--- src/rtl/tlc_phase_sequencer_pkg.sv ---
`default_nettype none
// ============================================================================
// Module   : tlc_phase_sequencer_pkg
// Purpose  : Shared definitions for the two-road traffic light controller:
//            phase encodings (also the sel value to the Mux_4x1 stage) and
//            the {red,yellow,green} lamp constants.
// Ports    : none (package)
// Revision : 1.0 - initial release
// ============================================================================
package tlc_phase_sequencer_pkg;

   // The encoding is the phase select seen by the downstream mux, so it must
   // not be reordered.
   typedef enum logic [1:0] {
      S_NS_G = 2'b00,
      S_NS_Y = 2'b01,
      S_EW_G = 2'b10,
      S_EW_Y = 2'b11
   } phase_t;

   localparam logic [2:0] L_RED = 3'b100;
   localparam logic [2:0] L_YEL = 3'b010;
   localparam logic [2:0] L_GRN = 3'b001;

   // Returns {ns_light, ew_light} for a phase.
   function automatic logic [5:0] lamps_for(input phase_t p);
      logic [5:0] lamps;
      lamps = {L_GRN, L_RED};
      case (p)
         S_NS_G: lamps = {L_GRN, L_RED};
         S_NS_Y: lamps = {L_YEL, L_RED};
         S_EW_G: lamps = {L_RED, L_GRN};
         S_EW_Y: lamps = {L_RED, L_YEL};
         default: lamps = {L_GRN, L_RED};
      endcase
      return lamps;
   endfunction

endpackage
`default_nettype wire

--- src/rtl/tlc_phase_timer.sv ---
`default_nettype none
// ============================================================================
// Module   : tlc_phase_timer
// Purpose  : Phase length counter. Clears to 0 on the first cycle of a phase,
//            counts enabled cycles, optionally saturates at limit-1, and flags
//            when the count has reached limit-1.
// Ports    : clk, rst_n     clock / async active-low reset
//            en            count enable (0 = hold)
//            clear         restart from 0 on the next enabled edge
//            saturate      1 = stop at limit-1 instead of counting on
//            limit         phase length in cycles (>=1)
//            cnt           current count
//            at_term       cnt == limit-1
// Revision : 1.0 - initial release
// ============================================================================
module tlc_phase_timer #(
   parameter int CNT_W = 8
) (
   input  logic             clk,
   input  logic             rst_n,
   input  logic             en,
   input  logic             clear,
   input  logic             saturate,
   input  logic [CNT_W-1:0] limit,
   output logic [CNT_W-1:0] cnt,
   output logic             at_term
);

   logic [CNT_W-1:0] r_cnt;
   logic             w_term;

   assign w_term  = (r_cnt == (limit - CNT_W'(1)));
   assign cnt     = r_cnt;
   assign at_term = w_term;

   always_ff @(posedge clk or negedge rst_n) begin
      if (!rst_n) begin
         r_cnt <= '0;
      end else if (en) begin
         if (clear) begin
            r_cnt <= '0;
         end else if (!(saturate && w_term)) begin
            r_cnt <= r_cnt + CNT_W'(1);
         end
      end
   end

endmodule
`default_nettype wire

--- src/rtl/tlc_phase_sequencer.sv ---
`default_nettype none
// ============================================================================
// Module   : tlc_phase_sequencer
// Purpose  : Phase sequencer for the NS(main)/EW(side) traffic light.
//            Times NS_G -> NS_Y -> EW_G -> EW_Y, latches EW requests, and
//            drives registered sel, per-road lamps and a phase-start strobe.
// Ports    : clk          clock, rising edge
//            rst_n        async assert, sync release, active low
//            enable       1 = run, 0 = freeze everything
//            ew_req       EW vehicle sensor (level or pulse)
//            sel[1:0]     phase select to the lamp mux (= state encoding)
//            ns_light[2:0]{red,yellow,green} for NS
//            ew_light[2:0]{red,yellow,green} for EW
//            phase_start  high in the first cycle of each new phase
// Revision : 1.0 - initial release
// ============================================================================
module tlc_phase_sequencer
   import tlc_phase_sequencer_pkg::*;
#(
   parameter int CNT_W     = 8,
   parameter int GREEN_MIN = 8,
   parameter int EW_GREEN  = 6,
   parameter int YELLOW    = 3
) (
   input  logic       clk,
   input  logic       rst_n,
   input  logic       enable,
   input  logic       ew_req,
   output logic [1:0] sel,
   output logic [2:0] ns_light,
   output logic [2:0] ew_light,
   output logic       phase_start
);

   localparam logic [CNT_W-1:0] c_lim_ns_g = CNT_W'(GREEN_MIN);
   localparam logic [CNT_W-1:0] c_lim_ew_g = CNT_W'(EW_GREEN);
   localparam logic [CNT_W-1:0] c_lim_yel  = CNT_W'(YELLOW);

   phase_t           r_state;
   phase_t           w_next;
   logic             r_req_pend;
   logic [2:0]       r_ns_light;
   logic [2:0]       r_ew_light;
   logic             r_phase_start;
   logic             w_advance;
   logic [CNT_W-1:0] w_limit;
   logic [CNT_W-1:0] w_cnt;
   logic             w_term;
   logic [5:0]       w_next_lamps;

   // Only NS green saturates; the other phases always leave at their term.
   tlc_phase_timer #(
      .CNT_W (CNT_W)
   ) u_timer (
      .clk      (clk),
      .rst_n    (rst_n),
      .en       (enable),
      .clear    (w_advance),
      .saturate (r_state == S_NS_G),
      .limit    (w_limit),
      .cnt      (w_cnt),
      .at_term  (w_term)
   );

   always_comb begin
      w_limit = c_lim_ns_g;
      case (r_state)
         S_NS_G:  w_limit = c_lim_ns_g;
         S_NS_Y:  w_limit = c_lim_yel;
         S_EW_G:  w_limit = c_lim_ew_g;
         S_EW_Y:  w_limit = c_lim_yel;
         default: w_limit = c_lim_ns_g;
      endcase
   end

   // Next-state: a same-cycle ew_req is enough to leave a saturated NS green.
   always_comb begin
      w_next    = r_state;
      w_advance = 1'b0;
      if (enable) begin
         case (r_state)
            S_NS_G: if (w_term && (r_req_pend || ew_req)) begin
               w_next    = S_NS_Y;
               w_advance = 1'b1;
            end
            S_NS_Y: if (w_term) begin
               w_next    = S_EW_G;
               w_advance = 1'b1;
            end
            S_EW_G: if (w_term) begin
               w_next    = S_EW_Y;
               w_advance = 1'b1;
            end
            S_EW_Y: if (w_term) begin
               w_next    = S_NS_G;
               w_advance = 1'b1;
            end
            default: begin
               w_next    = S_NS_G;
               w_advance = 1'b1;
            end
         endcase
      end
   end

   assign w_next_lamps = lamps_for(w_next);

   always_ff @(posedge clk or negedge rst_n) begin
      if (!rst_n) begin
         r_state       <= S_NS_G;
         r_req_pend    <= 1'b0;
         r_ns_light    <= L_GRN;
         r_ew_light    <= L_RED;
         r_phase_start <= 1'b0;
      end else begin
         r_state       <= w_next;
         r_ns_light    <= w_next_lamps[5:3];
         r_ew_light    <= w_next_lamps[2:0];
         r_phase_start <= w_advance;
         // Entering EW green serves the request; that wins over a new one
         // arriving in the last NS yellow cycle.
         if (enable) begin
            if (w_advance && (w_next == S_EW_G)) begin
               r_req_pend <= 1'b0;
            end else if (ew_req && ((r_state == S_NS_G) || (r_state == S_NS_Y))) begin
               r_req_pend <= 1'b1;
            end
         end
      end
   end

   assign sel         = r_state;
   assign ns_light    = r_ns_light;
   assign ew_light    = r_ew_light;
   assign phase_start = r_phase_start;

endmodule
`default_nettype wire

--- config.mk ---
export PLATFORM = sky130hd
export DESIGN_NAME = tlc_phase_sequencer
export DESIGN_NICKNAME = d
export VERILOG_FILES = /design/src/rtl/tlc_phase_sequencer_pkg.sv /design/src/rtl/tlc_phase_timer.sv /design/src/rtl/tlc_phase_sequencer.sv
export SDC_FILE = /design/constraint.sdc
export NUM_CORES = 1
export LEC_CHECK = 0
export ABC_AREA = 1
export CAP_MARGIN = 20
export CORE_UTILIZATION = 40
export DETAILED_ROUTE_END_ITERATION = 6
export PLACE_DENSITY = 0.72
export REMOVE_ABC_BUFFERS = 1
export SLEW_MARGIN = 15
export SYNTH_ARGS = -nofsm -noshare
export SYNTH_HDL_FRONTEND = slang
export SYNTH_SLANG_ARGS = --single-unit
--- constraint.sdc ---
create_clock -name clk -period 2.11 [get_ports clk]
set_input_delay 0.422 -clock clk [delete_from_list [all_inputs] [get_ports clk]]
set_output_delay 0.422 -clock clk [all_outputs]
set_load 0.02 [all_outputs]
Word level (Yosys, flattened, before mapping)
Index checks and enable logic that the tools add are counted.

word-level totals
  register bits after elaboration = 18
  input port bits = 4
  output and inout port bits = 9
  word-level logic and storage cells = 45

operators by class
  add/sub/neg operators = 2
  equal/unequal tests = 8
  muxes and demuxes = 16
  reductions and logical operators = 13

operators with widths
  kind                                                                   count
  6-bit case mux with 4 select lines                                     1
  8-bit case mux with 3 select lines                                     1
  8-bit 2-to-1 mux                                                       2
  2-bit 2-to-1 mux                                                       5
  8-bit by 1-bit adder with 8-bit output, second input constant          1
  2-bit equality test, second input constant                             4
  8-bit equality test                                                    1
  2-bit case mux with 4 select lines                                     1
  8-bit by 1-bit subtractor with 8-bit output, second input constant     1
  1-bit 2-to-1 mux                                                       5
  2-bit by 1-bit equality test with 1-bit output, second input constant  2
  1-bit logical AND                                                      4
  2-bit zero test                                                        2
  2-bit AND reduction                                                    2
  3-bit OR reduction                                                     1
  1-bit logical OR                                                       2
  2-bit != test, second input constant                                   1
  1-bit case mux with 2 select lines                                     1
  2-bit nonzero test                                                     1
  2-bit OR reduction                                                     1

Logic depth before layout (Yosys ltp)
  depth after elaboration = 13
  gate-level depth with buffers = 11

Hierarchy
From an unflattened synthesis, not the netlist that was laid out.

second synthesis, totals
  cells, all modules = 184
  area total of the unflattened synthesis = 1,267.5 um^2

by module, submodules not included
  module               instances  cells an instance  area each (um^2)  seq. area each (um^2)
  tlc_phase_timer      1          141                854.6             200.2
  tlc_phase_sequencer  1          43                 412.9             252.7

Least setup slack after synthesis
OpenSTA, ideal clock, no wires.

  kind = flip-flop to flip-flop
  from = register r_state[0] (netlist: sel[0])
  to = register u_timer.r_cnt[3] (netlist: u_timer.cnt[3])
  library setup time = 126 ps
  arrival = 1,380 ps
  data required time = 1,984 ps
  setup slack = 604 ps
  cell stages (with the launch flop) = 12
  clock period less this slack = 1,506 ps
  cell sequence = dfrtp_1 > inv_2 > nand2_1 > nand2_1 > nand2_2 > nor2_4 > nand2_4 > nand2_4 > nand2_4 > buf_12 > nand2_2 > a21oi_2

between the ends
  word-level cells in the longest chain between the ends = 11

ends and longest elaborated chain
  element                                                                                       RTL line                                              source
  start, declared                                                                               tlc_phase_sequencer.sv:39                             phase_t r_state;
  start signal, assigned                                                                        tlc_phase_sequencer.sv:116                            r_state <= w_next;
  2-bit by 1-bit equality test with 1-bit output / 2-bit equality test (equally long branches)  tlc_phase_sequencer.sv:67, tlc_phase_sequencer.sv:81
  2-bit OR reduction (no source line)                                                           n/a
  8-bit case mux with 3 select lines                                                            tlc_phase_sequencer.sv:67                             case (r_state)
  8-bit by 1-bit subtractor with 8-bit output                                                   tlc_phase_timer.sv:32                                 assign w_term = (r_cnt == (limit - CNT_W'(1)));
  8-bit equality test                                                                           tlc_phase_timer.sv:32
  1-bit logical AND                                                                             tlc_phase_sequencer.sv:82                             S_NS_G: if (w_term && (r_req_pend || ew_req)) begin
  1-bit 2-to-1 mux                                                                              tlc_phase_sequencer.sv:82
  1-bit case mux with 2 select lines                                                            tlc_phase_sequencer.sv:81                             case (r_state)
  1-bit 2-to-1 mux                                                                              tlc_phase_sequencer.sv:80                             if (enable) begin
  2-bit != test (no source line)                                                                n/a
  2-bit AND reduction (no source line)                                                          n/a
  end signal, assigned                                                                          tlc_phase_timer.sv:43                                 r_cnt <= r_cnt + CNT_W'(1);
  end, declared                                                                                 tlc_phase_timer.sv:29                                 logic [CNT_W-1:0] r_cnt;

Parallel ways exist; a longest one is shown, timed or not. The select of a mux whose other input is x is not followed.
A chain may end at the register's enable or synchronous reset.

Worst setup path in the final report
  from = register r_state[1] (netlist: sel[1])
  to = output sel[1]

RTL lines
  element        RTL line                   source
  end, declared  tlc_phase_sequencer.sv:29  output logic [1:0] sel,

No word-level cell between the ends.

==> metrics.txt <==
area grow syn2layout=18.2%; n_diodes=0; final hold violation count=0; Critical Path AT=1420 ps; pre-CTS setup slack=309 ps; Synth Warn #=0; cell family with the largest share of critical-path delay=buffers and inverters; Layout fillers=223; Hold WC Path Type=in -> async; VDD IR-drop max=0.560 mV; DIE AREA=0.00266 mm^2; Via density=4.89; WP depth=1; count of cells resized by post-cts repair=0; Tightest Pin Transition=568 ps; Required @ worst endpoint=1690 ps; Clock Path Buffers=2; crit-path max FO=6; post-DP HPWL=1.33 mm; io pins=13; Mapped Area=982 um^2; hold_buf cts=0; TritonCTS clock tree=yes; register area=453 um^2; wire per inst=11.3 um; Iter 0 DRT Violations=16; Vias=738; Fin Hold WS=471 ps; Core Util, Final=51.5%; Die Width=51.6 um; Power, Total=1.37 mW; first-pass GRT wire length=3.05 mm; Final #Nets=129; RSZ-0062 raised after global routing=no; max_cap viols=0; Final Max Slew Viols=0; critical path class=reg -> out; Reg clk slew, reported paths=110 ps; Mean Syn Cell Area=9.18 um^2; leakage=0.550 nW; H-tree depth=1; Post-DP Area=0.00112 mm^2; core footprint=0.00225 mm^2; Sink Count=18; Final Cycle Share=87.3%; total global routing overflow=0; CTS Buf Count=3; maximum clock frequency=543 MHz; status=finished clean; Synth area leaders=dfrtp_1 (41%), nand2_1 (6.1%), dfstp_2 (5.4%), o21ai_2 (5.4%), nand3_2 (5.1%); Finished Layout Cells=151; Seq/Total Area, Yosys=46.1%; clock root buffer=clkbuf_4; Crit path largest cell delay=650 ps; routability cong.=0.821; post-synth top area share=40.8%; fraction of layout cells with a size suffix above 1=30.9%; maximum number of pins on one net before global-route repair=14; initial core utilization=43.6%; antenna violations before repair=0; Yosys reg bits=18; Final Setup Violations=0; Pre-antenna DRT Iters=4; number of global-route vias before repair=733; die height=51.6 um; CP Cell Sequence=clkdlybuf4s50_1; setup tns final=0 ps; Worst Skew=8.25 ps; Tmin final=1840 ps; Buf+Inv Stages, Crit Path=1; FP Rows=17; Synth Instances=107; DRC Markers=0; post-CTS setup buffer count=0; I/O Buffers=12; total track usage=15.4%; PwrDens=1180 mW/mm^2; Rel. slew slack=62.0%; Detailed Route WL=1.70 mm; CP endpoint kind=primary output; post-route cell area=0.00116 mm^2; post-synthesis cell type count=24; crit path max-delay cell type=clkdlybuf4s50_1; Multi-input gate area=445 um^2; Worst setup SP type=register; worst skew pair latency=300 ps; ANT nets after route=0; post-route setup slack=268 ps; area leader, netlist=dfrtp_1; Inst Count DP=147; R2R depth=10
==> worst reg2reg max path, stage by stage (launching register included) <==
cell,delay [ps]
dfrtp_1,470
inv_2,130
nand2_1,60
nand2_1,70
nand2_2,60
nor2_4,180
nand2_4,80
nand2_4,100
nand2_4,130
nand3b_1,130
o21ai_2,50
==> area by class of cell <==
type                       instances  area share [%]
multi-input combinational         71            38.4
tap                               28            3.02
timing repair buffer              13            11.0
sequential                        18            39.0
inverter                          17            5.50
clock buffer                       4            3.13
==> sequential cells by signal (all words and copies together), names as in the netlist <==
register,cells
ew_light,3
ns_light,3
r_req_pend,1
phase_start,1
sel,2
u_timer.cnt,8
==> routing by layer <==
metal / global-route usage [%] / part of all wire (%) / vias up
li1: - / - / 373
met5: 0 / 0 / -
met4: 5.41 / 1.2 / 0
met2: 26.2 / 48 / 23
met3: 2.63 / 3.3 / 2
met1: 19.4 / 48 / 340
==> synth_stat cells (all sizes together) <==
| cell | count |
|---|---|
| nor2 | 12 |
| xor2 | 1 |
| nand2 | 27 |
| inv | 17 |
| nand4 | 3 |
| nand3 | 12 |
| ha | 1 |
| buf | 1 |
| o21ai | 10 |
| nand3b | 1 |
| o21a | 1 |
| dfstp | 2 |
| dfrtp | 16 |
| a21oi | 3 |
==> final timing paths <==
path	startpoint	slack (ps)	to
setup reg to reg	sel[0]	560	u_timer.cnt[4]
setup / recovery	sel[1]	270	sel[1]
min in group clk	r_req_pend	520	r_req_pend
max in group asynchronous	rst_n	1130	u_timer.cnt[0]
hold / removal	rst_n	470	u_timer.cnt[6]
hold reg to reg	r_req_pend	520	r_req_pend
==> logic make-up after synthesis <==
| logic type | Yosys count | synth area share (%) |
|---|---|---|
| AND/OR/NAND/NOR | 55 | 32.7 |
| buffers and inverters | 18 | 8.53 |
| flip-flops | 18 | 46.1 |
| AO/OA/AOI/OAI | 14 | 10.4 |
| XOR/XNOR | 1 | 0.892 |
| adder cells (fa/ha/maj) | 1 | 1.27 |
==> cells in the final DEF (no fill, tap or decap), drive strengths merged <==
cell type and n:
o21ai 10, ha 1, o21a 1, nand4 3, clkdlybuf4s50 12, xor2 1, clkbuf 4, buf 1
nor2 12, dfstp 2, dfrtp 16, inv 17, a21oi 3, nand3 12, nand3b 1, nand2 27
==> power breakdown <==
group	internal [mW]	switching (mW)
combinational	0.235	0.353
sequential	0.469	0.0981
clock	0.105	0.114
total	0.809	0.565
Power figures use the tool's default switching activity.
